File: config.mk
export PLATFORM = sky130hd
export DESIGN_NAME = fmap_replay_256
export DESIGN_NICKNAME = d
export VERILOG_FILES = /design/src/rtl/fmap_pkg.sv /design/src/rtl/fmap_word_unpack.sv /design/src/rtl/fmap_replay_256.sv
export SDC_FILE = /design/constraint.sdc
export NUM_CORES = 1
export LEC_CHECK = 0
export BUFFER_PORTS_ARGS = -buffer_cell sky130_fd_sc_hd__buf_2
export CAP_MARGIN = 20
export CORE_AREA = 2 2 256 258
export CTS_CLUSTER_DIAMETER = 80
export DETAILED_ROUTE_END_ITERATION = 10
export DIE_AREA = 0 0 258 260
export GPL_ROUTABILITY_DRIVEN = 1
export PLACE_DENSITY_LB_ADDON = 0.3
export REMOVE_ABC_BUFFERS = 1
export SLEW_MARGIN = 25
export SYNTH_ARGS = -nofsm -noshare
export SYNTH_HDL_FRONTEND = slang
export SYNTH_SLANG_ARGS = --single-unit
File: constraint.sdc
create_clock -name out_stream_aclk -period 5.7 [get_ports out_stream_aclk]
set_clock_uncertainty 0.2 [all_clocks]
set_input_delay 0.57 -clock out_stream_aclk [delete_from_list [all_inputs] [get_ports out_stream_aclk]]
set_output_delay 0.57 -clock out_stream_aclk [all_outputs]
set_load 0.02 [all_outputs]
File: src/rtl/fmap_pkg.sv
// Shared definitions for the 256-bit feature-map capture/replay paths: word
// geometry, column layout helper and the common sequencing state encoding.
package fmap_pkg;

    localparam int PIXELS_PER_WORD = 16;
    localparam int BRAM_WORD_W     = 256;
    localparam int PIX_BITS        = BRAM_WORD_W / PIXELS_PER_WORD;

    typedef enum logic [1:0] {
        IDLE    = 2'd0,
        READ    = 2'd1,
        PRESENT = 2'd2,
        DONE    = 2'd3
    } fmap_state_e;

    function automatic int words_per_col(input int pix_h);
        return (pix_h + PIXELS_PER_WORD - 1) / PIXELS_PER_WORD;
    endfunction

endpackage

File: src/rtl/fmap_word_unpack.sv
// Slices one packed BRAM word into its 16 pixel lanes (lane 0 = bits [15:0]).
// Build option FMAP_REPLAY_RELU_EN: negative (signed) pixels are clamped to 0.
module fmap_word_unpack
    import fmap_pkg::*;
(
    input  logic [BRAM_WORD_W-1:0] word_i,
    output logic [PIX_BITS-1:0]    pix_o [PIXELS_PER_WORD]
);

    always_comb begin
        for (int l = 0; l < PIXELS_PER_WORD; l++) begin
`ifdef FMAP_REPLAY_RELU_EN
            pix_o[l] = word_i[l*PIX_BITS + PIX_BITS - 1] ? '0 : word_i[l*PIX_BITS +: PIX_BITS];
`else
            pix_o[l] = word_i[l*PIX_BITS +: PIX_BITS];
`endif
        end
    end

endmodule

File: src/rtl/fmap_replay_256.sv
// Replays a stored feature map from the result BRAM one column at a time,
// rebuilding each column from packed words. Build option: FMAP_REPLAY_RELU_EN.
//
// state   | meaning
// IDLE    | waiting for start
// READ    | issuing the column's word reads and capturing returned words
// PRESENT | column held on data_col with valid_col until accepted
// DONE    | whole map replayed; done held until the next start
module fmap_replay_256
    import fmap_pkg::*;
#(
    parameter int          DATA_WIDTH = 16,
    parameter int          PIX_H      = 24,
    parameter int          PIX_W      = 24,
    parameter logic [11:0] BASE_ADDR  = 12'h000,
    parameter int          RD_LATENCY = 1
) (
    input  logic                   out_stream_aclk,
    input  logic                   periph_resetn,
    input  logic                   start,
    output logic [11:0]            bram_addr_b,
    output logic                   bram_en_b,
    input  logic [BRAM_WORD_W-1:0] bram_rddata_b,
    output logic [DATA_WIDTH-1:0]  data_col [PIX_H-1:0],
    output logic                   valid_col,
    input  logic                   ready_col,
    output logic                   busy,
    output logic                   done
);

    localparam int WPC       = words_per_col(PIX_H);
    localparam int WIW       = (WPC > 1) ? $clog2(WPC) : 1;
    localparam int IW        = $clog2(WPC + 1);
    localparam int COLW      = (PIX_W > 1) ? $clog2(PIX_W) : 1;
    localparam int LAST_ADDR = int'(BASE_ADDR) + PIX_W * WPC - 1;

    if (LAST_ADDR > 4095) begin : g_addr_chk
        $error("fmap_replay_256: feature map does not fit the 12-bit BRAM address space");
    end
    if (DATA_WIDTH != PIX_BITS) begin : g_width_chk
        $error("fmap_replay_256: DATA_WIDTH must be 16");
    end
    if (RD_LATENCY < 1 || RD_LATENCY > 2) begin : g_lat_chk
        $error("fmap_replay_256: RD_LATENCY must be 1 or 2");
    end

    fmap_state_e           state_q;
    logic [COLW-1:0]       col_q;
    logic [11:0]           col_base_q;
    logic [IW-1:0]         issue_q;
    logic [11:0]           addr_q;
    logic                  en_q;
    logic                  valid_q;
    logic                  busy_q;
    logic                  done_q;
    logic [DATA_WIDTH-1:0] data_col_q [PIX_H-1:0];
    logic [11:0]           rd_addr_d;

    // Stage 0 tracks the address currently on the bus; stage RD_LATENCY
    // lines up with the word arriving on bram_rddata_b.
    logic                  tag_vld_q [RD_LATENCY+1];
    logic [WIW-1:0]        tag_idx_q [RD_LATENCY+1];

    logic [PIX_BITS-1:0]   unp_pix [PIXELS_PER_WORD];

    fmap_word_unpack u_unpack (
        .word_i (bram_rddata_b),
        .pix_o  (unp_pix)
    );

    assign rd_addr_d = col_base_q + 12'(issue_q);

    always_ff @(posedge out_stream_aclk or negedge periph_resetn) begin
        if (!periph_resetn) begin
            state_q    <= IDLE;
            col_q      <= '0;
            col_base_q <= '0;
            issue_q    <= '0;
            addr_q     <= '0;
            en_q       <= 1'b0;
            valid_q    <= 1'b0;
            busy_q     <= 1'b0;
            done_q     <= 1'b0;
            for (int p = 0; p < PIX_H; p++) data_col_q[p] <= '0;
            for (int i = 0; i <= RD_LATENCY; i++) begin
                tag_vld_q[i] <= 1'b0;
                tag_idx_q[i] <= '0;
            end
        end else begin
            en_q         <= 1'b0;
            tag_vld_q[0] <= 1'b0;
            for (int i = 1; i <= RD_LATENCY; i++) begin
                tag_vld_q[i] <= tag_vld_q[i-1];
                tag_idx_q[i] <= tag_idx_q[i-1];
            end

            if (tag_vld_q[RD_LATENCY]) begin
                for (int p = 0; p < PIX_H; p++) begin
                    if (tag_idx_q[RD_LATENCY] == WIW'(p / PIXELS_PER_WORD))
                        data_col_q[p] <= unp_pix[p % PIXELS_PER_WORD];
                end
            end

            case (state_q)
                IDLE, DONE: begin
                    if (start) begin
                        state_q    <= READ;
                        col_q      <= '0;
                        col_base_q <= BASE_ADDR;
                        issue_q    <= '0;
                        busy_q     <= 1'b1;
                        done_q     <= 1'b0;
                    end
                end
                READ: begin
                    if (issue_q < IW'(WPC)) begin
                        addr_q       <= rd_addr_d;
                        en_q         <= 1'b1;
                        tag_vld_q[0] <= 1'b1;
                        tag_idx_q[0] <= WIW'(issue_q);
                        issue_q      <= issue_q + 1'b1;
                    end
                    if (tag_vld_q[RD_LATENCY] && tag_idx_q[RD_LATENCY] == WIW'(WPC - 1)) begin
                        state_q <= PRESENT;
                        valid_q <= 1'b1;
                    end
                end
                PRESENT: begin
                    if (ready_col) begin
                        valid_q <= 1'b0;
                        if (col_q == COLW'(PIX_W - 1)) begin
                            state_q <= DONE;
                            busy_q  <= 1'b0;
                            done_q  <= 1'b1;
                        end else begin
                            state_q    <= READ;
                            col_q      <= col_q + 1'b1;
                            col_base_q <= col_base_q + 12'(WPC);
                            issue_q    <= '0;
                        end
                    end
                end
                default: state_q <= IDLE;
            endcase
        end
    end

    assign bram_addr_b = addr_q;
    assign bram_en_b   = en_q;
    assign data_col    = data_col_q;
    assign valid_col   = valid_q;
    assign busy        = busy_q;
    assign done        = done_q;

endmodule
Yosys cells after proc, flatten, opt, wreduce, memory -nomap -nowiden
Cells that the tools add are included.
{ "op_classes": {"n_reduce_logical": 13, "eq_ne": 10, "bitwise": 1, "n_addsub": 4, "mux": 31, "n_lt_le_gt_ge": 1} }
{ "ops": {"columns": ["operator", "n"], "rows": [
  ["12-bit 2-to-1 mux", 3],
  ["12-bit case mux with 2 select lines", 1],
  ["2-bit 2-to-1 mux", 8],
  ["5-bit 2-to-1 mux", 3],
  ["12-bit by 2-bit adder with 12-bit output", 1],
  ["12-bit by 2-bit adder with 12-bit output, second input constant", 1],
  ["2-bit != test, second input constant", 6],
  ["2-bit case mux with 3 select lines", 2],
  ["4-bit AND reduction", 3],
  ["1-bit 2-to-1 mux", 10],
  ["5-bit case mux with 2 select lines", 1],
  ["1-bit case mux with 2 select lines", 3],
  ["2-bit AND reduction", 3],
  ["3-bit AND reduction", 2],
  ["5-bit by 1-bit adder with 5-bit output, second input constant", 1],
  ["5-bit equality test, second input constant", 1],
  ["2-bit equality test, second input constant", 2],
  ["2-bit nonzero test", 2],
  ["2-bit by 1-bit adder with 2-bit output, second input constant", 1],
  ["2-bit by 1-bit equality test with 1-bit output, second input constant", 1],
  ["2-bit zero test", 1],
  ["2-bit < comparator, second input constant", 1],
  ["2-bit OR reduction", 1],
  ["1-bit logical AND", 1],
  ["1-bit NOT", 1]
]} }
{ "totals": {"ff_bits": 424, "in_bits": 260, "output_inout_bits": 400, "wordCells": 96} }

Depth between registers and ports, before layout
Gate-level depths: netlist of run 1.
{ "logic_depth": {"ltp_word": 4, "ltp_mapped": 8, "ltp_nobuf": 6} }

Modules after synthesis
From an unflattened synthesis of run 1, not the netlist that was laid out.
{ "unflattened": {"cells_unflattened": 1273, "area_unflattened_um2": 18057.3} }
{ "by_module_without_submodules": {"columns": ["module", "n_inst", "cells_per_inst", "area_each_um2", "seq_area_each_um2"], "rows": [
  ["fmap_replay_256", 1, 1017, 16135.5, 10560.1],
  ["fmap_word_unpack", 1, 256, 1921.8, 0.0]
]} }

Worst setup path after synthesis of run 1
Ideal clock, no wire load.
{ "synth_path": {"path_type": "reg2reg", "from": "register state_q[0]", "to": "register col_base_q[8]", "t_arrival_ps": 1626, "path_buffers": 1, "stages_incl_launch_ff": 7, "setup_slack_ps": 3748, "setup_time_ps": 126, "synth_period_minus_slack_ps": 1952, "required_ps": 5374, "path_cell_list": "dfrtp_1 -> inv_1 -> ha_1 -> a221o_1 -> buf_6 -> and2_0 -> a311o_1"} }
{ "synth_between": {"elab_chain_cells": 4} }
{ "synth_lines": {"columns": ["item", "line_no", "source"], "rows": [
  ["start, declared", "fmap_replay_256.sv:47", "fmap_state_e state_q;"],
  ["start signal, assigned", "fmap_replay_256.sv:75", "state_q <= IDLE;"],
  ["start signal, assigned", "fmap_replay_256.sv:107", "state_q <= READ;"],
  ["start signal, assigned", "fmap_replay_256.sv:124", "state_q <= PRESENT;"],
  ["2-bit equality test / 2-bit zero test (equally long branches)", "fmap_replay_256.sv:104", "case (state_q)"],
  ["2-bit OR reduction", "fmap_replay_256.sv:104", null],
  ["2-bit != test (no source line) / 2-bit nonzero test (equally long branches)", null, null],
  ["4-bit AND reduction (no source line)", null, null],
  ["end signal, assigned", "fmap_replay_256.sv:138", "col_base_q <= col_base_q + 12'(WPC);"],
  ["end, declared", "fmap_replay_256.sv:49", "logic [11:0] col_base_q;"]
]} }
Parallel ways exist; a longest one is shown, timed or not.
A chain may end at the register's enable or synchronous reset.

Worst setup path after layout of run 1
{ "layout_path": {"from": "register tag_vld_q[0] (netlist name)", "to": "register data_col_q (netlist bit data_col[30])"} }
{ "layout_between": {"elab_chain_cells": 1} }
{ "layout_lines": {"columns": ["item", "line_no", "source"], "rows": [
  ["start, declared", "fmap_replay_256.sv:61", "logic tag_vld_q [RD_LATENCY+1];"],
  ["start signal, assigned by index", "fmap_replay_256.sv:93", "tag_vld_q[i] <= tag_vld_q[i-1];"],
  ["2-bit AND reduction (no source line)", null, null],
  ["end signal, assigned by index", "fmap_replay_256.sv:100", "data_col_q[p] <= unp_pix[p % PIXELS_PER_WORD];"],
  ["end, declared", "fmap_replay_256.sv:56", "logic [DATA_WIDTH-1:0] data_col_q [PIX_H-1:0];"]
]} }
Every way passes these cells.

==> results.md, run 1 <==
* Result of the run: completed
* Max-slew violation count at 0
* Clock latency on the worst-skew pair at 580 ps
* Vias in the first global route at between 10,000 and 15,000
* Routability-driven placement congestion ratio at 0.833
* Post-layout worst setup margin at 3000 ps
* First-pass DRT Iterations at 4
* Post-route fraction of the period consumed by the critical path at 0.473
* Worst IR drop on VDD at 0.672 mV
* Measured slew at the worst slew-check pin at slightly above 1000 ps
* Post-detail-place hpwl at ~35,000 um
* Drc violations at 0
* Core Box Area at 0.0641 mm2
* Starting density of the core at 0.254
* Commonest non-fill, non-tap cell in the layout: sky130_fd_sc_hd__buf_2
* Number of instances in the synthesized netlist at 1,029
* Endpoints failing hold at 0
* CP Data Arrival Time at around 3000 ps
* Post-route cell area at approximately 0.024 mm2
* Share of total power in combinational logic at 0.443
* Flop and latch count out of synthesis at 422
* Antenna-violating nets left at 0
* Most frequent cells in the layout: sky130_fd_sc_hd__buf_2, sky130_fd_sc_hd__dfrtp_1, sky130_fd_sc_hd__mux2_2, sky130_fd_sc_hd__dlygate4sd3_1, sky130_fd_sc_hd__clkbuf_16
* Setup slack at placement at 3020 ps
* Required @ worst endpoint at 5950 ps
* Portion of total power attributed to sequential cells at 0.348
* Master of the slowest instance on the critical path: sky130_fd_sc_hd__nor2b_4
* Antenna violations before repair at 3
* Clock slew at reported path FFs at 60 ps
* Die span in y at 260 um
* Cell internal pwr at 9.13 mW
* Final Routed Wirelength at 49,100 um
* CTS sink cnt at 422
* Sequential-to-total area share from yosys stat at 0.649
* Final instance count without filler cells at 2,751
* Placed cell area at 0.0204 mm2
* Total power after layout at 14.9 mW
* Switching power as a share of total power at 0.389
* Largest fanout on the critical path at 130
* Cell-by-cell trace of the critical path: nor2b_4, buf_12, mux2_2
* Number of buffer cells added on primary ports at 659
* Final worst path period need at 2700 ps
* Wire length of the first global-routing pass at 73,400 um
* Net count of the finished layout at 2,120
* Unrepaired setup endpoints after global routing: no
* F_max at between 0.3 and 0.4 GHz
* Clk network pwr share at 0.209
* CTS tree: built
* Post-synthesis instance area at 0.0163 mm2
* Global Route Usage Sum at 0.139
* Number of top-level pins at 660
* Total die area at ~0.067 mm2
* Per-cell routed wire length at 17.8 um
* Psw at roughly 5.8 mW
* Worst hold path class: in2reg
* Kind of critical path: reg2reg
* Detailed router's first-iteration violation count at 606
* Remaining global-route overflow at 0
* Via count at 11,700
* Pwr per Cell Area at 630 mW/mm2
* Mux contribution to synthesized area at 0.267
* Row Count at just over 90
* Largest buffer count on any clock path at 3
* TritonCTS Buffers at 49
* Chip width at 258 um
* Post-synthesis share of cell area spent on and, or, nand and nor gates at 0.0237
* Post-synthesis adder-cell area fraction at 0.00384
* Distinct cell type count of the synthesized netlist at 51
* Post-synthesis compound-gate area fraction at 0.0271
* Placed instance count at 2,492
* Largest family of logic cells by synthesized area: multiplexers
* Static Leakage at 11.0 nW
* Register cell area after layout at 0.0106 mm2
* Crit-path max cell delay at 790 ps
* Number of vias per cell at 4.24
* Area of combinational cells with multiple inputs at 0.00534 mm2
* Area Growth Syn to Fin at 45.8%
* H-tree depth at 2
* Number of violations of the max-capacitance limit at 0
* Fillers at 6,258
* Max-slew headroom at the worst pin at 0.324
* Synthesized area per cell at 15.8 um2
* Final setup vio count at 0
* Critical path startpoint category: flip-flop
* Fraction of layout instances using a drive strength above 1 at 0.601
* XOR/XNOR Fraction of Synth Area at 0.00538
* Maximum number of pins on one net before global-route repair at 150
* Sum of negative setup slack at 0 ps
* Clock root buffer: sky130_fd_sc_hd__clkbuf_16
* Worst Setup End Kind: flip-flop
* Synthesis Warnings at 0
-- cell type report --
| class | instances | share of cell area |
|---|---|---|
| flip-flops and latches | 422 | 0.445 |
| multi-input cells | 539 | 0.225 |
| repair buffers | 833 | 0.214 |
| clock buffers | 78 | 0.0626 |
| well taps | 855 | 0.0451 |
| clock inverters | 10 | 0.00575 |
| inverters | 10 | 0.00158 |
| diodes | 4 | 0.000422 |
-- repair_timing --
| action | in CTS | in global routing |
|---|---|---|
| resized for setup | 0 | 0 |
| setup buffers | 0 | 0 |
| endpoints found under the hold margin | 292 | 0 |
| hold buffers | 167 | 0 |
-- registers in the layout (all words and copies together) (netlist names) --
signal and count:
bram_addr_b 12, busy 1, col_base_q 11, col_q 5, data_col 384, done 1
issue_q 2, state_q 2, tag_idx_q 1, tag_vld_q 2, valid_col 1
-- worst max-delay path, delay by kind of cell (launching register included) --
kind                   cells  cell delay, ps
DFF                        1             410
muxes                      1             420
and+or+nand+nor            1             790
buffers and inverters      1             540
-- power groups by stage --
stage	clock, mW	combinational (mW)	sequential [mW]
global route	3.35	6.99	5.38
CTS	3.24	6.71	5.20
floorplan	0	2.39	6.93
global placement	0	6.51	5.18
detailed placement	0	6.61	5.24
finish	3.13	6.62	5.19
-- routing by layer --
metal / vias to the layer above / global-route usage / wire (um)
li1: 5331 / - / -
met5: - / 0 / 0
met3: 96 / 0.0272 / 2350
met1: 5915 / 0.162 / 19100
met4: 0 / 0.0583 / 1660
met2: 330 / 0.249 / 25900
-- per-stage QoR --
stage / hold WS (ps) / utilization
2_1_floorplan: 74.4 / -
3_3_place_gp: 158 / 0.318
3_5_place_dp: 166 / 0.318
4_1_cts: 0.109 / 0.370
5_1_grt: 4.00 / 0.370
6_report: 47.0 / 0.370
-- cells in the mapped netlist, drive strengths merged --
library cell | number | area [um2]
and4b | 1 | 10.0
o22ai | 1 | 6.26
and3 | 2 | 12.5
o311ai | 4 | 42.6
nor3 | 2 | 10.0
mux2 | 386 | 4350
nor2b | 1 | 6.26
and2 | 2 | 12.5
nor3b | 2 | 15.0
xnor2 | 5 | 43.8
inv | 10 | 37.5
dfrtp | 422 | 10600
nand4 | 4 | 25.0
nand4b | 2 | 23.8
a22o | 4 | 36.3
buf | 53 | 334
a211o | 1 | 8.76
o41ai | 1 | 8.76
xor2 | 5 | 43.8
o221a | 1 | 11.3
nand3 | 8 | 40.0
a221oi | 1 | 26.3
and4 | 2 | 17.5
o21a | 1 | 7.51
nor2 | 5 | 26.3
a21oi | 12 | 60.1
o32ai | 1 | 8.76
a21o | 1 | 7.51
nor4 | 2 | 12.5
a221o | 2 | 20.0
a311o | 1 | 10.0
ha | 5 | 62.6
o211ai | 3 | 22.5
o21bai | 1 | 7.51
a41oi | 1 | 8.76
o31ai | 3 | 22.5
nand2 | 34 | 130
clkbuf | 5 | 18.8
nand2b | 5 | 31.3
or3 | 2 | 12.5
o21ai | 25 | 125
-- path summary, 6_finish.rpt --
check	from	end	slack (ps)	cells past startpoint
max in group asynchronous	periph_resetn	data_col[258]$_DFFE_PN0P_	3470	3
min in group asynchronous	periph_resetn	data_col[4]$_DFFE_PN0P_	450	2
hold reg to reg	tag_vld_q[1]$_DFF_PN0_	tag_vld_q[0]$_DFF_PN0_	180	0
setup reg to reg	tag_vld_q[0]$_DFF_PN0_	data_col[30]$_DFFE_PN0P_	3000	3
setup / recovery	tag_vld_q[0]$_DFF_PN0_	data_col[30]$_DFFE_PN0P_	3000	3
hold / removal	bram_rddata_b[45]	data_col[301]$_DFFE_PN0P_	50	2
-- cell families after synthesis --
group | after synthesis
flip-flops | 422
multiplexers | 386
AND/OR/NAND/NOR | 74
buffers and inverters | 68
AO/OA/AOI/OAI | 64
XOR/XNOR | 10
adder cells (fa/ha/maj) | 5
(Power assumes the default switching activity.)
==> run 2, diff against run 1 <==
--- a/config.mk
+++ b/config.mk
@@ -5,12 +5,13 @@
 export SDC_FILE = /design/constraint.sdc
 export NUM_CORES = 1
 export LEC_CHECK = 0
+export ABC_AREA = 1
 export BUFFER_PORTS_ARGS = -buffer_cell sky130_fd_sc_hd__buf_2
 export CAP_MARGIN = 20
-export CORE_AREA = 2 2 256 258
+export CORE_AREA = 2 2 254 256
 export CTS_CLUSTER_DIAMETER = 80
 export DETAILED_ROUTE_END_ITERATION = 10
-export DIE_AREA = 0 0 258 260
+export DIE_AREA = 0 0 256 258
 export GPL_ROUTABILITY_DRIVEN = 1
 export PLACE_DENSITY_LB_ADDON = 0.3
 export REMOVE_ABC_BUFFERS = 1
==> constraint.sdc (replaced) <==
create_clock -name out_stream_aclk -period 2.45 [get_ports out_stream_aclk]
set_clock_uncertainty 0.2 [all_clocks]
set_input_delay 0.245 -clock out_stream_aclk [delete_from_list [all_inputs] [get_ports out_stream_aclk]]
set_output_delay 0.245 -clock out_stream_aclk [all_outputs]
set_load 0.02 [all_outputs]
==> run 2 against run 1 <==
Power up 130%. Maximum frequency is 30% higher. Clock power rose by 140%. Critical path type unchanged. Largest cell class unchanged. Setup slack lost 2600 ps. Register-to-register slack worse by 2600 ps. Utilization is 2.2 points higher.
==> results.md, run 2 <==
* Result of the run: completed (unchanged)
* F_max at 0.481 GHz (was 0.371 GHz)
* Flop and latch count out of synthesis at 422 (unchanged)
* Commonest non-fill, non-tap cell in the layout: sky130_fd_sc_hd__buf_2 (unchanged)
* Primary FF master, synth: sky130_fd_sc_hd__dfrtp_1 (unchanged)
* Maximum number of pins on one net before global-route repair at 88 (was 150)
* Number of top-level pins at 660 (unchanged)
* Placed instance count at 2,971 (was 2,492)
* Vias in the first global route at 14,500 (was 12,300)
* Number of violations of the max-capacitance limit at 0 (unchanged)
* Number of flip-flops under the largest register name at 384 (unchanged)
* CTS tree: built (unchanged)
* Remaining global-route overflow at 0 (unchanged)
* R2R cell count at 7 (was 3)
* Area share of the largest cell type after synthesis at 0.653 (was 0.649)
* Synthesized area per cell at 10.9 um2 (was 15.8 um2)
* Required @ worst endpoint at 2680 ps (was 5950 ps)
* Post-synthesis instance area at 0.0162 mm2 (was 0.0163 mm2)
* Origin of the worst setup path: state_q[0]$_DFFE_PN0P_ (was tag_vld_q[0]$_DFF_PN0_)
* Starting density of the core at 0.254 (about the same)
* Antenna-violating nets left at 0 (unchanged)
* Setup slack at placement at 512 ps (was 3020 ps)
* H-tree depth at 2 (unchanged)
* Distinct cell type count of the synthesized netlist at 28 (was 51)
* CTS sink cnt at 422 (unchanged)
* Post-cts sizing count at 0 (unchanged)
* Wire length of the first global-routing pass at 80,500 um (was 73,400 um)
* Fillers at 6,207 (was 6,258)
* Sequential-to-total area share from yosys stat at 0.653 (was 0.649)
* Post-route cell area at 0.0249 mm2 (was 0.0237 mm2)
* Row Count at 93 (unchanged)
* Endpoints failing hold at 0 (unchanged)
* Unrepaired setup endpoints after global routing: no (unchanged)
* Antenna violations before repair at 1 (was 3)
* Clock slew at reported path FFs at 60 ps (about the same)
* Fraction of layout instances using a drive strength above 1 at 0.341 (was 0.601)
* Sum of negative setup slack at 0 ps (unchanged)
* Most frequent cells in the layout: sky130_fd_sc_hd__buf_2, sky130_fd_sc_hd__dfrtp_1, sky130_fd_sc_hd__nand2_1, sky130_fd_sc_hd__o21ai_0, sky130_fd_sc_hd__dlygate4sd3_1 (was sky130_fd_sc_hd__buf_2, sky130_fd_sc_hd__dfrtp_1, sky130_fd_sc_hd__mux2_2, sky130_fd_sc_hd__dlygate4sd3_1, sky130_fd_sc_hd__clkbuf_16)
* Total die area at 0.0660 mm2 (was 0.0671 mm2)
* Largest buffer count on any clock path at 3 (unchanged)
* Net count of the finished layout at 2,690 (was 2,120)
* Max-slew headroom at the worst pin at 0.516 (was 0.324)
* Routability-driven placement congestion ratio at 0.931 (was 0.833)
* Hold path startpoint: start (was bram_rddata_b[45])
* Chip width at 256 um (was 258 um)
* Per-cell routed wire length at 15.5 um (was 17.8 um)
* Final worst path period need at 2080 ps (was 2700 ps)
* Area of combinational cells with multiple inputs at 0.00462 mm2 (was 0.00534 mm2)
* Post-route fraction of the period consumed by the critical path at 0.849 (was 0.473)
* Final instance count without filler cells at 3,311 (was 2,751)
* Global Route Usage Sum at 0.151 (was 0.139)
* Kind of critical path: reg2reg (unchanged)
* Number of buffer cells added on primary ports at 659 (unchanged)
* Library cell with the highest instance count after synthesis: sky130_fd_sc_hd__dfrtp_1 (unchanged)
* First-pass DRT Iterations at 5 (was 4)
* Post-layout worst setup margin at 371 ps (was 3000 ps)
* Number of vias per cell at 4.17 (was 4.24)
* Drc violations at 0 (unchanged)
* Number of diodes at 0 (was 4)
* Register cell area after layout at 0.0106 mm2 (unchanged)
* Worst Setup End Kind: flip-flop (unchanged)
* Synth area leaders: sky130_fd_sc_hd__dfrtp_1, sky130_fd_sc_hd__nand2_1, sky130_fd_sc_hd__o21ai_0 (was sky130_fd_sc_hd__dfrtp_1, sky130_fd_sc_hd__mux2_2, sky130_fd_sc_hd__buf_4)
* Share of synthesized registers carrying an async set or reset at 1.00 (unchanged)
* Worst IR drop on VDD at 0.649 mV (was 0.672 mV)
* Synthesis Warnings at 0 (unchanged)
* Die span in y at 258 um (was 260 um)
* Largest fanout on the critical path at 7 (was 130)
* Max-slew violation count at 0 (unchanged)
* Top cell types by occurrence after synthesis: sky130_fd_sc_hd__dfrtp_1, sky130_fd_sc_hd__nand2_1, sky130_fd_sc_hd__o21ai_0, sky130_fd_sc_hd__inv_1, sky130_fd_sc_hd__mux2_1 (was sky130_fd_sc_hd__dfrtp_1, sky130_fd_sc_hd__mux2_2, sky130_fd_sc_hd__nand2_1, sky130_fd_sc_hd__buf_2)
* Via count at 13,800 (was 11,700)
* Area Growth Syn to Fin at 54.1% (was 45.8%)
* Pwr per Cell Area at 1370 mW/mm2 (was 630 mW/mm2)
* Clock root buffer: sky130_fd_sc_hd__clkbuf_16 (unchanged)
* Post-detail-place hpwl at 37,100 um (was 35,100 um)
* Area leader, netlist: sky130_fd_sc_hd__dfrtp_1 (unchanged)
* Launch point of the worst reg-to-reg path: state_q[0]$_DFFE_PN0P_ (was tag_vld_q[0]$_DFF_PN0_)
* CP Data Arrival Time at 2310 ps (was 2950 ps)
* Worst R2R End: state_q[0]$_DFFE_PN0P_ (was data_col[30]$_DFFE_PN0P_)
* Number of instances in the synthesized netlist at 1,484 (was 1,029)
* Final setup vio count at 0 (unchanged)
* Core Box Area at 0.0636 mm2 (was 0.0641 mm2)
* Static Leakage at 12.8 nW (was 11.0 nW)
* Terminating pin of the worst hold path: col_base_q[5]$_DFFE_PN0P_ (was data_col[301]$_DFFE_PN0P_)
* Critical path startpoint category: flip-flop (unchanged)
* Number of flops mapped to enable cells by yosys at 0 (unchanged)
* TritonCTS Buffers at 48 (was 49)
* Detailed router's first-iteration violation count at 696 (was 606)
* Reg-to-reg setup timing slack at 370 ps (was 3000 ps)
* Hold-critical path depth at 7 (was 2)
* Final core utilization at 0.392 (was 0.370)
* Placed cell area at 0.0207 mm2 (was 0.0204 mm2)
* Clock latency on the worst-skew pair at 560 ps (was 580 ps)
* Measured slew at the worst slew-check pin at 725 ps (was 1010 ps)
* Final Routed Wirelength at 51,300 um (was 49,100 um)
* Worst hold path class: in2reg (unchanged)
run 2: cell count changes after synthesis, moves of 7 or more:
cell                       change
sky130_fd_sc_hd__mux2_2      -352
sky130_fd_sc_hd__nor2_1       +15
sky130_fd_sc_hd__clkbuf_1     +21
sky130_fd_sc_hd__o21ai_0     +246
sky130_fd_sc_hd__mux2_1       +90
sky130_fd_sc_hd__inv_1       +140
sky130_fd_sc_hd__nand2_1     +329
sky130_fd_sc_hd__a21oi_1       -7
sky130_fd_sc_hd__buf_6        +11
sky130_fd_sc_hd__buf_4        -15
sky130_fd_sc_hd__nand3_1      +12
run 2: per-stage QoR:
stage	hold WS, ps	total power [mW]
floorplan	-251	20.0
global placement	105	26.3
detailed placement	108	26.6
CTS	8.76	34.7
global route	78.6	36.4
finish	58.4	34.3
run 2: how the worst max path moves through the flow:
stage                                      endpoint  slack (ps)  depth (start not counted)
after floorplan              state_q[1]$_DFFE_PN0P_       -2380                          4
after global placement    data_col[220]$_DFFE_PN0P_         540                          4
after detailed placement  data_col[132]$_DFFE_PN0P_         510                          4
after CTS                    state_q[0]$_DFFE_PN0P_         370                          7
after global routing         state_q[0]$_DFFE_PN0P_         250                          7
final                        state_q[0]$_DFFE_PN0P_         370                          7
run 2: layout make-up:
cell class	instances	share of cell area
Timing Repair Buffer	967	0.259
Clock buffer	60	0.0537
Sequential cell	422	0.424
Multi-Input combinational cell	833	0.185
Tap cell	855	0.0429
Inverter	153	0.0230
Clock inverter	21	0.0129
run 2: repair_timing:
item / in CTS / in global routing
endpoints found under the setup margin: 0 / 0
buffers inserted: 0 / 0
hold buffers: 259 / 0
hold endpoints to repair: 566 / 0
run 2: cells by family (layout without fill, tap and decap cells):
group,after synthesis,count (layout),synth area share
AO/OA/AOI/OAI,281,281,0.0873
flip-flops,422,422,0.653
XOR/XNOR,3,3,0.00162
buffers and inverters,229,1201,0.0632
multiplexers,128,128,0.0900
AND/OR/NAND/NOR,416,416,0.101
adder cells (fa/ha/maj),5,5,0.00387
run 2: metal layers:
metal	up-vias	wire, um	global-route usage
met1	6564	21000	0.180
met3	119	2910	0.0349
met2	483	25300	0.261
met4	2	2060	0.0663
met5	-	13	0
li1	6636	-	-
run 2: where the power goes:
part,leakage (nW),internal [mW],switching [mW]
registers,5.14,10.3,1.78
clock network,0.809,4.60,2.92
logic,6.87,5.22,9.42
run 2: critical path, cell delays in order (launching register included):
cell and delay, ps:
sky130_fd_sc_hd__dfrtp_1 380, sky130_fd_sc_hd__inv_1 80, sky130_fd_sc_hd__ha_1 300, sky130_fd_sc_hd__buf_4 190, sky130_fd_sc_hd__nand2_2 70, sky130_fd_sc_hd__nand3_2 90
sky130_fd_sc_hd__dlygate4sd3_1 560, sky130_fd_sc_hd__o21ai_0 90
